`src/rtl/regfile_wb_arbiter.sv`:
```
// Arbitrates the regfile write port between the ALU writeback stage and a small
// LSU result FIFO, with starvation forcing and a WAW interlock.
module regfile_wb_arbiter #(
  parameter int unsigned XLEN         = 32,
  parameter int unsigned BUF_DEPTH    = 2,
  parameter int unsigned STARVE_LIMIT = 4
) (
  input  logic            clk,
  input  logic            rst,
  input  logic            alu_valid,
  input  logic [4:0]      alu_rd,
  input  logic [XLEN-1:0] alu_data,
  output logic            alu_stall,
  input  logic            mem_valid,
  output logic            mem_ready,
  input  logic [4:0]      mem_rd,
  input  logic [XLEN-1:0] mem_data,
  output logic            wenable,
  output logic [4:0]      rd,
  output logic [XLEN-1:0] wdata,
  output logic [31:0]     pending
);

  localparam int unsigned AW = (BUF_DEPTH > 1) ? $clog2(BUF_DEPTH) : 1;
  localparam int unsigned SW = (STARVE_LIMIT > 0) ? $clog2(STARVE_LIMIT + 1) : 1;

  logic [4:0]      buf_rd   [BUF_DEPTH];
  logic [XLEN-1:0] buf_data [BUF_DEPTH];

  logic [AW:0]   wr_ptr;
  logic [AW:0]   rd_ptr;
  logic [AW-1:0] wr_idx;
  logic [AW-1:0] rd_idx;
  logic [AW:0]   count;
  logic [AW-1:0] slot_ofs;
  logic          empty;
  logic          full;

  logic [SW-1:0] starve_cnt;
  logic          force_drain;
  logic          waw;
  logic          fifo_grant;
  logic          alu_grant;
  logic          push;

  assign wr_idx = wr_ptr[AW-1:0];
  assign rd_idx = rd_ptr[AW-1:0];
  assign count  = wr_ptr - rd_ptr;
  assign empty  = (wr_ptr == rd_ptr);
  assign full   = (wr_idx == rd_idx) && (wr_ptr[AW] != rd_ptr[AW]);

  // A slot is live when its distance from the head is below the occupancy.
  always_comb begin
    pending  = '0;
    slot_ofs = '0;
    if (!rst) begin
      for (int unsigned i = 0; i < BUF_DEPTH; i++) begin
        slot_ofs = AW'(i) - rd_idx;
        if ({1'b0, slot_ofs} < count) begin
          pending[buf_rd[i]] = 1'b1;
        end
      end
    end
  end

  assign force_drain = !empty && (starve_cnt == SW'(STARVE_LIMIT));
  assign waw         = alu_valid && (alu_rd != 5'd0) && pending[alu_rd];
  assign fifo_grant  = !rst && !empty && (force_drain || waw || !alu_valid);
  assign alu_grant   = !rst && alu_valid && !fifo_grant;
  assign alu_stall   = !rst && alu_valid && (force_drain || waw);
  assign mem_ready   = !rst && !full;
  assign push        = mem_valid && mem_ready && (mem_rd != 5'd0);

  always_comb begin
    wenable = 1'b0;
    rd      = '0;
    wdata   = '0;
    if (fifo_grant) begin
      wenable = 1'b1;
      rd      = buf_rd[rd_idx];
      wdata   = buf_data[rd_idx];
    end else if (alu_grant) begin
      wenable = (alu_rd != 5'd0);
      rd      = alu_rd;
      wdata   = alu_data;
    end
  end

  always_ff @(posedge clk) begin
    if (rst) begin
      wr_ptr     <= '0;
      rd_ptr     <= '0;
      starve_cnt <= '0;
    end else begin
      if (push) begin
        wr_ptr <= wr_ptr + (AW+1)'(1);
      end
      if (fifo_grant) begin
        rd_ptr <= rd_ptr + (AW+1)'(1);
      end
      if (empty || fifo_grant) begin
        starve_cnt <= '0;
      end else if (starve_cnt != SW'(STARVE_LIMIT)) begin
        starve_cnt <= starve_cnt + SW'(1);
      end
    end
  end

  always_ff @(posedge clk) begin
    if (push) begin
      buf_rd[wr_idx]   <= mem_rd;
      buf_data[wr_idx] <= mem_data;
    end
  end

endmodule

```
`config.mk`:
```
export PLATFORM = sky130hd
export DESIGN_NAME = regfile_wb_arbiter
export DESIGN_NICKNAME = d
export VERILOG_FILES = /design/src/rtl/regfile_wb_arbiter.sv
export SDC_FILE = /design/constraint.sdc
export NUM_CORES = 1
export LEC_CHECK = 0
export ABC_AREA = 1
export BUFFER_PORTS_ARGS = -buffer_cell sky130_fd_sc_hd__buf_4
export CAP_MARGIN = 0
export CORE_MARGIN = 1
export CORE_UTILIZATION = 46
export CTS_CLUSTER_SIZE = 20
export DETAILED_ROUTE_END_ITERATION = 10
export PLACE_DENSITY = 0.74
export RECOVER_POWER = 50
export SLEW_MARGIN = 40
export SYNTH_ARGS = -nofsm -noshare
export SYNTH_HDL_FRONTEND = slang
export SYNTH_SLANG_ARGS = --single-unit
```
`constraint.sdc`:
```
create_clock -name clk -period 5.6 [get_ports clk]
set_input_delay 0.84 -clock clk [delete_from_list [all_inputs] [get_ports clk]]
set_output_delay 0.84 -clock clk [all_outputs]
set_load 0.005 [all_outputs]
```
==> qor.txt, run 1 <==
Distinct cells, synth - 28
family with the most delay on the worst path - buffers and inverters
area of the multi-input gates - 0.00215 sq mm
R2R depth - 19
switching part of the total - 26.8%
crit share post-route - 92.4%
Worst Setup End Kind - output pin
Reg2Reg Launch Point - rd_ptr[0]
via count - 4524
global-route wire length before repair - 21900 um
Yosys warnings - 0
status - finished with violations
Switching Power - 0.371 mW
hold-fix buffer count after cts - 0
clock insertion delay at the later pin of the skew report - 360 ps
peak ir drop on the vdd network - 0.142 mV
syn nets - 646
Adder-Cell Fraction of Synth Area - 1.31%
overall track demand over capacity in global routing - 25.9%
Power Density - 226 mW/mm^2
initial antenna violation count - 0
number of search-and-repair iterations in the first detailed-routing pass - 5
Setup Total Neg Slack - 0 ps
CTS buffer count - 9
portion of total power attributed to the clock network - 31.3%
internal power contribution - 1.02 mW
detailed-route vias per instance - 5.38
final hold violations - 0
initial drt markers - 264
maximum capacitance violations - 2
Post-route DRC - 0
Setup WS post-layout - 424 ps
number of levels the H-tree was split into - 3
dominant synthesized flop cell - sky130_fd_sc_hd__edfxtp_1
proportion of layout cells with a drive suffix above 1 - 28.7%
Buffers & Inverters on Critical Path - 4
worst clock skew on the final layout - 8.10 ps
Avg Cell Area, Syn - 8.47 sq um
Total Die Area - 0.0108 sq mm
launch instance of the worst min-delay path - wr_ptr[1]
fill cell count - 875
critical path start-end classification - in -> out
cell occurring most often along the worst timing path - sky130_fd_sc_hd__nand3_1
Clk pin slew, worst setup/hold paths - 80 ps
largest net degree at the start of global routing - 43
cell at the slowest stage of the critical path - sky130_fd_sc_hd__inv_1
wire length after detailed routing - 13500 um
arrival time of data at the critical path endpoint - 4340 ps
weighted congestion reported at the end of routability-driven placement - 0.933
area used by sequential logic in the layout - 0.00239 sq mm
antenna-violating nets left - 0
Die Ht - 104 um
final global-route overflow total - 0
simple-gate share of the synthesized area - 29.9%
leading area contributor after synthesis - sky130_fd_sc_hd__edfxtp_1
worst setup path start - rst
number of rows in the core area - 36
post-CTS setup buffer count - 0
capture point of the critical path - rd[1]
critical path's largest stage delay - 890 ps
maximum fanout encountered on the critical timing path - 38
failing checks - max-capacitance violations, max-slew violations
CTS max path bufs - 2
number of inserted diodes - 0
post-synthesis instance area - 0.00477 sq mm
actual transition at the worst max-transition pin - 2140 ps
upper clock frequency limit - 0.193 GHz
buffer type at the clock tree root - sky130_fd_sc_hd__clkbuf_8
Stages on worst setup path - 15
leakage power of the design - 2.73 nW
initial core utilization - 48.1%
placeable core area - 0.00991 sq mm
routed wire length per instance - 16.1 um
critical-path cell list - clkbuf_2 > inv_1 > nand3_1 > nand3_1 > nand3_1 > nand3_1 > nand2_1 > nand2_1 > nand3_1 > nand3_2 > nand2_4 > inv_2 > nand2_1 > o21ai_0 > buf_4
Hold/Removal Path Class - reg -> reg
setup violation total in the final timing report - 0
worst hold margin - 482 ps
FF-to-FF setup slack - 1870 ps
Post-synth top cells - sky130_fd_sc_hd__nand2_1, sky130_fd_sc_hd__nand3_1, sky130_fd_sc_hd__edfxtp_1
share of flip-flops with an asynchronous set or reset after synthesis - 0%
total of cells resized after clock tree synthesis - 0
max-slew violation total from the final report - 45
I/O pins - 150
number of nets at the end of the flow - 786
most used standard cell by instance count after synthesis - sky130_fd_sc_hd__nand2_1
post-placement setup slack - 883 ps
Synth Area in XOR/XNOR - 0.735%
kind of launch point of the worst setup path - primary input
post-layout utilization of the core - 61.9%
part of the total power dissipated in sequential elements - 51.2%
compound-cell area share of the yosys netlist - 5.38%
total number of clock tree sinks - 82
most area-consuming cells after synthesis - sky130_fd_sc_hd__edfxtp_1, sky130_fd_sc_hd__nand2_1, sky130_fd_sc_hd__nand3_1
Die Wd - 104 um
Worst R2R End - rd_ptr[0]
number of enable-type register cells in the synthesized netlist - 74
Syn-to-layout area delta - 28.7%
proportion of synthesized area in mux cells - 7.56%
clock tree from TritonCTS - yes
main combinational cell family by area after synthesis - simple AND/OR/NAND/NOR gates
Comb power frac - 17.5%
Min Clock Period, post-route - 5180 ps
number of global-route vias before repair - 4458
fraction of the yosys area taken by sequential cells - 49.9%
fraction of post-synthesis cell area in the top cell type by area - 46.6%
post-detailed-placement half-perimeter wirelength - 10000 um
port bufs - 149
data required time of the critical path - 4760 ps
Gate Count Post-Synth - 563
total of flip-flops plus latches after synthesis - 82
headroom to the max-slew limit - -42.9%
setup repair after global routing missed its margin - no
==> area by class of cell <==
type,count,share of cell area (%)
Tap cell,133,2.71
Multi-Input combinational cell,424,35.0
Timing Repair Buffer,156,18.3
Sequential cell,82,38.9
Clock buffer,9,2.02
Inverter,30,1.83
Clock inverter,7,1.24
==> tightest hold or removal path, cell delays in order (launching register included) <==
cell,delay [ps]
sky130_fd_sc_hd__dfxtp_1,320
sky130_fd_sc_hd__inv_1,70
sky130_fd_sc_hd__a21oi_1,50
==> routing by layer <==
layer	vias up	share of wire (%)	global-route usage [%]
met1	2097	42	32.1
met4	0	2.6	11.7
li1	2204	-	-
met2	198	49	43.1
met5	-	0	0
met3	25	6.2	5.79
==> stage by stage <==
step / instances / total power [mW] / instance area, sq um
2_1_floorplan: 563 / 0.850 / 4770
3_3_place_gp: 825 / 0.968 / 5990
3_5_place_dp: 825 / 0.972 / 6000
4_1_cts: 841 / 1.40 / 6200
5_1_grt: 841 / 1.45 / 6140
6_report: 841 / 1.39 / 6140
==> cells by family after synthesis <==
family          Yosys count
mux                      32
buf+inv                  57
simple gates            333
fa+ha+maj                 5
xor+xnor                  4
compound gates           50
flops                    82
==> worst min-delay path by stage <==
stage,to,slack (ps),cells after the start
floorplan,wr_ptr[1],450,2
global placement,wr_ptr[1],460,2
detailed placement,wr_ptr[1],470,2
CTS,wr_ptr[1],490,2
global route,wr_ptr[1],520,2
finish,wr_ptr[1],480,2
==> state kept, by name, summed over array words and instances, names as in the netlist, named ones only <==
register,count
starve_cnt,3
buf_rd,10
buf_data,64
wr_ptr,2
rd_ptr,2
==> power groups by stage <==
stage	logic (mW)	clock network [mW]	registers, mW
floorplan	0.137	0	0.713
global placement	0.245	0	0.723
detailed placement	0.248	0	0.724
CTS	0.249	0.442	0.710
global route	0.268	0.472	0.713
finish	0.243	0.434	0.710
==> cell usage in the layout, fill, tap and decap left out, drive strengths merged <==
master,count
nand2,198
buf,115
nand3,98
edfxtp,74
clkbuf,50
a21oi,35
mux2,32
inv,30
nor2,29
o21ai,13
dfxtp,8
nor3,7
clkinv,6
ha,5
xor2,3
xnor2,1
or3,1
o311ai,1
a21boi,1
bufinv,1
(Power assumes the default switching activity.)
==> run 2: changes to the inputs <==
==> constraint.sdc (replaced) <==
create_clock -name clk -period 5.6 [get_ports clk]
set_input_delay 0.28 -clock clk [delete_from_list [all_inputs] [get_ports clk]]
set_output_delay 0.28 -clock clk [all_outputs]
set_load 0.005 [all_outputs]
==> run 2 against run 1 <==
Against the previous run: the flow still finishes with violations (max-capacitance violations, max-slew violations); first-iteration DRC count up 35%; global-route usage is 0.76 points higher; critical path depth rose by 5; cell count is 0.24% lower; worst setup slack gained 590 ps; sequential share of layout area down 0.055 points; fmax up 13%; non-clock buffer count down 2; worst hold slack lost 360 ps; total power increased by 1.8%; count of clock-buffer cells in the layout unchanged; largest cell class unchanged; largest power group unchanged.
==> qor.txt, run 2 (synthesized netlist as in run 1, its figures left out) <==
Syn-to-layout area delta - 28.9% (was 28.7%)
buffer type at the clock tree root - sky130_fd_sc_hd__clkbuf_8 (unchanged)
setup repair after global routing missed its margin - no (unchanged)
clock insertion delay at the later pin of the skew report - 360 ps (about the same)
maximum fanout encountered on the critical timing path - 38 (unchanged)
global-route wire length before repair - 22600 um (was 21900 um)
number of levels the H-tree was split into - 3 (unchanged)
launch instance of the worst min-delay path - mem_data[27] (was wr_ptr[1])
setup violation total in the final timing report - 0 (unchanged)
Min Clock Period, post-route - 4580 ps (was 5180 ps)
initial drt markers - 357 (was 264)
top register by number of flip-flops - buf_data (unchanged)
detailed-route vias per instance - 5.57 (was 5.38)
total of cells resized after clock tree synthesis - 0 (unchanged)
crit share post-route - 81.9% (was 92.4%)
critical-path cell list - ha_1 > inv_1 > ha_1 > nor2_1 > nor2_1 > nand2_1 > nand2_1 > nand3_1 > nand3_1 > nand3_1 > nand3_1 > nand2_1 > nand2_1 > nand3_1 > nand3_2 > nand2_4 > inv_2 > nand2_1 > o21ai_1 > buf_4 (was clkbuf_2 > inv_1 > nand3_1 > nand3_1 > nand3_1 > nand3_1 > nand2_1 > nand2_1 > nand3_1 > nand3_2 > nand2_4 > inv_2 > nand2_1 > o21ai_0 > buf_4)
internal power contribution - 1.02 mW (about the same)
most frequent standard cell in the layout excluding fill and tap cells - sky130_fd_sc_hd__nand2_1 (unchanged)
Die Wd - 104 um (unchanged)
Power Density - 230 mW/mm^2 (was 226 mW/mm^2)
switching part of the total - 27.7% (was 26.8%)
proportion of layout cells with a drive suffix above 1 - 28.5% (was 28.7%)
status - finished with violations (unchanged)
antenna-violating nets left - 0 (unchanged)
flip-flop count of the largest register, all copies and words added - 64 (unchanged)
total number of clock tree sinks - 82 (unchanged)
endpoint with the worst hold slack - buf_data[1][27] (was wr_ptr[1])
area of the multi-input gates - 0.00215 sq mm (about the same)
Min-Delay Path Depth - 1 (was 2)
CTS buffer count - 9 (unchanged)
critical path start-end classification - reg -> out (was in -> out)
Worst R2R End - rd_ptr[0] (unchanged)
overall track demand over capacity in global routing - 26.7% (was 25.9%)
port bufs - 149 (unchanged)
leading registers by flop count - buf_data x64, buf_rd x10, starve_cnt x3 (unchanged)
post-placement setup slack - 1370 ps (was 883 ps)
worst clock skew on the final layout - 12.2 ps (was 8.10 ps)
Comb power frac - 17.7% (was 17.5%)
fill cell count - 860 (was 875)
number of nets at the end of the flow - 784 (was 786)
Total Die Area - 0.0108 sq mm (unchanged)
R2R depth - 19 (unchanged)
number of rows in the core area - 36 (unchanged)
Setup Total Neg Slack - 0 ps (unchanged)
CTS max path bufs - 2 (unchanged)
commonest cells after routing, fill and taps aside - sky130_fd_sc_hd__nand2_1, sky130_fd_sc_hd__buf_4, sky130_fd_sc_hd__nand3_1 (unchanged)
cell at the slowest stage of the critical path - sky130_fd_sc_hd__inv_2 (was sky130_fd_sc_hd__inv_1)
headroom to the max-slew limit - -28.9% (was -42.9%)
worst hold margin - 124 ps (was 482 ps)
routed wire length per instance - 17.1 um (was 16.1 um)
initial core utilization - 48.1% (unchanged)
area used by sequential logic in the layout - 0.00239 sq mm (unchanged)
actual transition at the worst max-transition pin - 1930 ps (was 2140 ps)
upper clock frequency limit - 0.218 GHz (was 0.193 GHz)
I/O pins - 150 (unchanged)
placeable core area - 0.00991 sq mm (unchanged)
number of global-route vias before repair - 4444 (was 4458)
number of inserted diodes - 0 (unchanged)
leakage power of the design - 2.72 nW (was 2.73 nW)
Die Ht - 104 um (unchanged)
maximum capacitance violations - 1 (was 2)
Worst Setup End Kind - output pin (unchanged)
FF-to-FF setup slack - 1750 ps (was 1870 ps)
via count - 4677 (was 4524)
design area - 0.00615 sq mm (was 0.00614 sq mm)
hold-fix buffer count after cts - 0 (unchanged)
wire length after detailed routing - 14300 um (was 13500 um)
largest net degree at the start of global routing - 43 (unchanged)
critical path's largest stage delay - 600 ps (was 890 ps)
kind of launch point of the worst setup path - flop (was primary input)
Power, Total - 1.41 mW (was 1.39 mW)
Switching Power - 0.390 mW (was 0.371 mW)
Clk pin slew, worst setup/hold paths - 90 ps (was 80 ps)
Hold/Removal Path Class - in -> reg (was reg -> reg)
final global-route overflow total - 0 (unchanged)
Buffers & Inverters on Critical Path - 3 (was 4)
part of the total power dissipated in sequential elements - 50.3% (was 51.2%)
final hold violations - 0 (unchanged)
weighted congestion reported at the end of routability-driven placement - 0.979 (was 0.933)
Post-route DRC - 0 (unchanged)
post-detailed-placement half-perimeter wirelength - 10300 um (was 10000 um)
failing checks - max-capacitance violations, max-slew violations (unchanged)
Reg2Reg Launch Point - rd_ptr[0] (unchanged)
clock tree from TritonCTS - yes (unchanged)
number of search-and-repair iterations in the first detailed-routing pass - 5 (unchanged)
initial antenna violation count - 0 (unchanged)
data required time of the critical path - 5320 ps (was 4760 ps)
post-CTS setup buffer count - 0 (unchanged)
portion of total power attributed to the clock network - 31.9% (was 31.3%)
peak ir drop on the vdd network - 0.161 mV (was 0.142 mV)
max-slew violation total from the final report - 19 (was 45)
arrival time of data at the critical path endpoint - 4300 ps (was 4340 ps)
family with the most delay on the worst path - simple AND/OR/NAND/NOR gates (was buffers and inverters)
placed cell areas - 0.00601 sq mm (was 0.00600 sq mm)
Setup WS post-layout - 1020 ps (was 424 ps)
==> run 2: worst max path at each step <==
stage,from,end,slack [ps],cells past startpoint
after global routing,rd_ptr[0],rd[0],590,20
after CTS,wr_ptr[0],rd[0],970,21
after detailed placement,wr_ptr[0],rd[0],1370,21
after floorplan,rst,wr_ptr[1],2190,11
final,rd_ptr[0],rd[0],1020,20
after global placement,wr_ptr[0],rd[0],1440,21
==> run 2: power groups by stage <==
stage | logic [mW] | registers [mW] | clock network, mW
detailed placement | 0.254 | 0.725 | 0
global placement | 0.246 | 0.723 | 0
global route | 0.272 | 0.714 | 0.485
CTS | 0.255 | 0.710 | 0.458
floorplan | 0.137 | 0.713 | 0
finish | 0.250 | 0.710 | 0.450
==> run 2: metrics by stage <==
stage	std cells	util [%]
6_report	839	62.0
5_1_grt	839	62.0
4_1_cts	839	62.7
3_3_place_gp	821	60.2
2_1_floorplan	563	-
3_5_place_dp	823	60.6
==> run 2: metal layers <==
metal	vias to the layer above	global-route usage, %	routed length, um
met2	268	42.2	6800
met5	-	0	0
met4	0	10.5	316
met1	2180	35.2	5900
met3	29	6.48	1330
li1	2200	-	-
==> run 2: worst register-to-register path: stages, from the launching register on <==
cell and delay, ps:
sky130_fd_sc_hd__dfxtp_1 450, sky130_fd_sc_hd__ha_1 210, sky130_fd_sc_hd__inv_1 50, sky130_fd_sc_hd__ha_1 260, sky130_fd_sc_hd__nor2_1 70, sky130_fd_sc_hd__nor2_1 570
sky130_fd_sc_hd__nand2_1 170, sky130_fd_sc_hd__nand2_1 110, sky130_fd_sc_hd__nand3_1 60, sky130_fd_sc_hd__nand3_1 160, sky130_fd_sc_hd__nand3_1 100, sky130_fd_sc_hd__nand3_1 90
sky130_fd_sc_hd__nand2_1 70, sky130_fd_sc_hd__nand2_1 70, sky130_fd_sc_hd__nand3_1 100, sky130_fd_sc_hd__nand3_2 120, sky130_fd_sc_hd__nand2_4 240, sky130_fd_sc_hd__inv_2 620
sky130_fd_sc_hd__nor2_1 150, sky130_fd_sc_hd__nor2_1 130
==> run 2: cell type report <==
cell class,instances,area share [%]
clock buffers,9,2.02
inverters,30,1.83
repair buffers,154,18.3
multi-input cells,424,35.0
well taps,133,2.71
clock inverters,7,1.34
flip-flops and latches,82,38.8
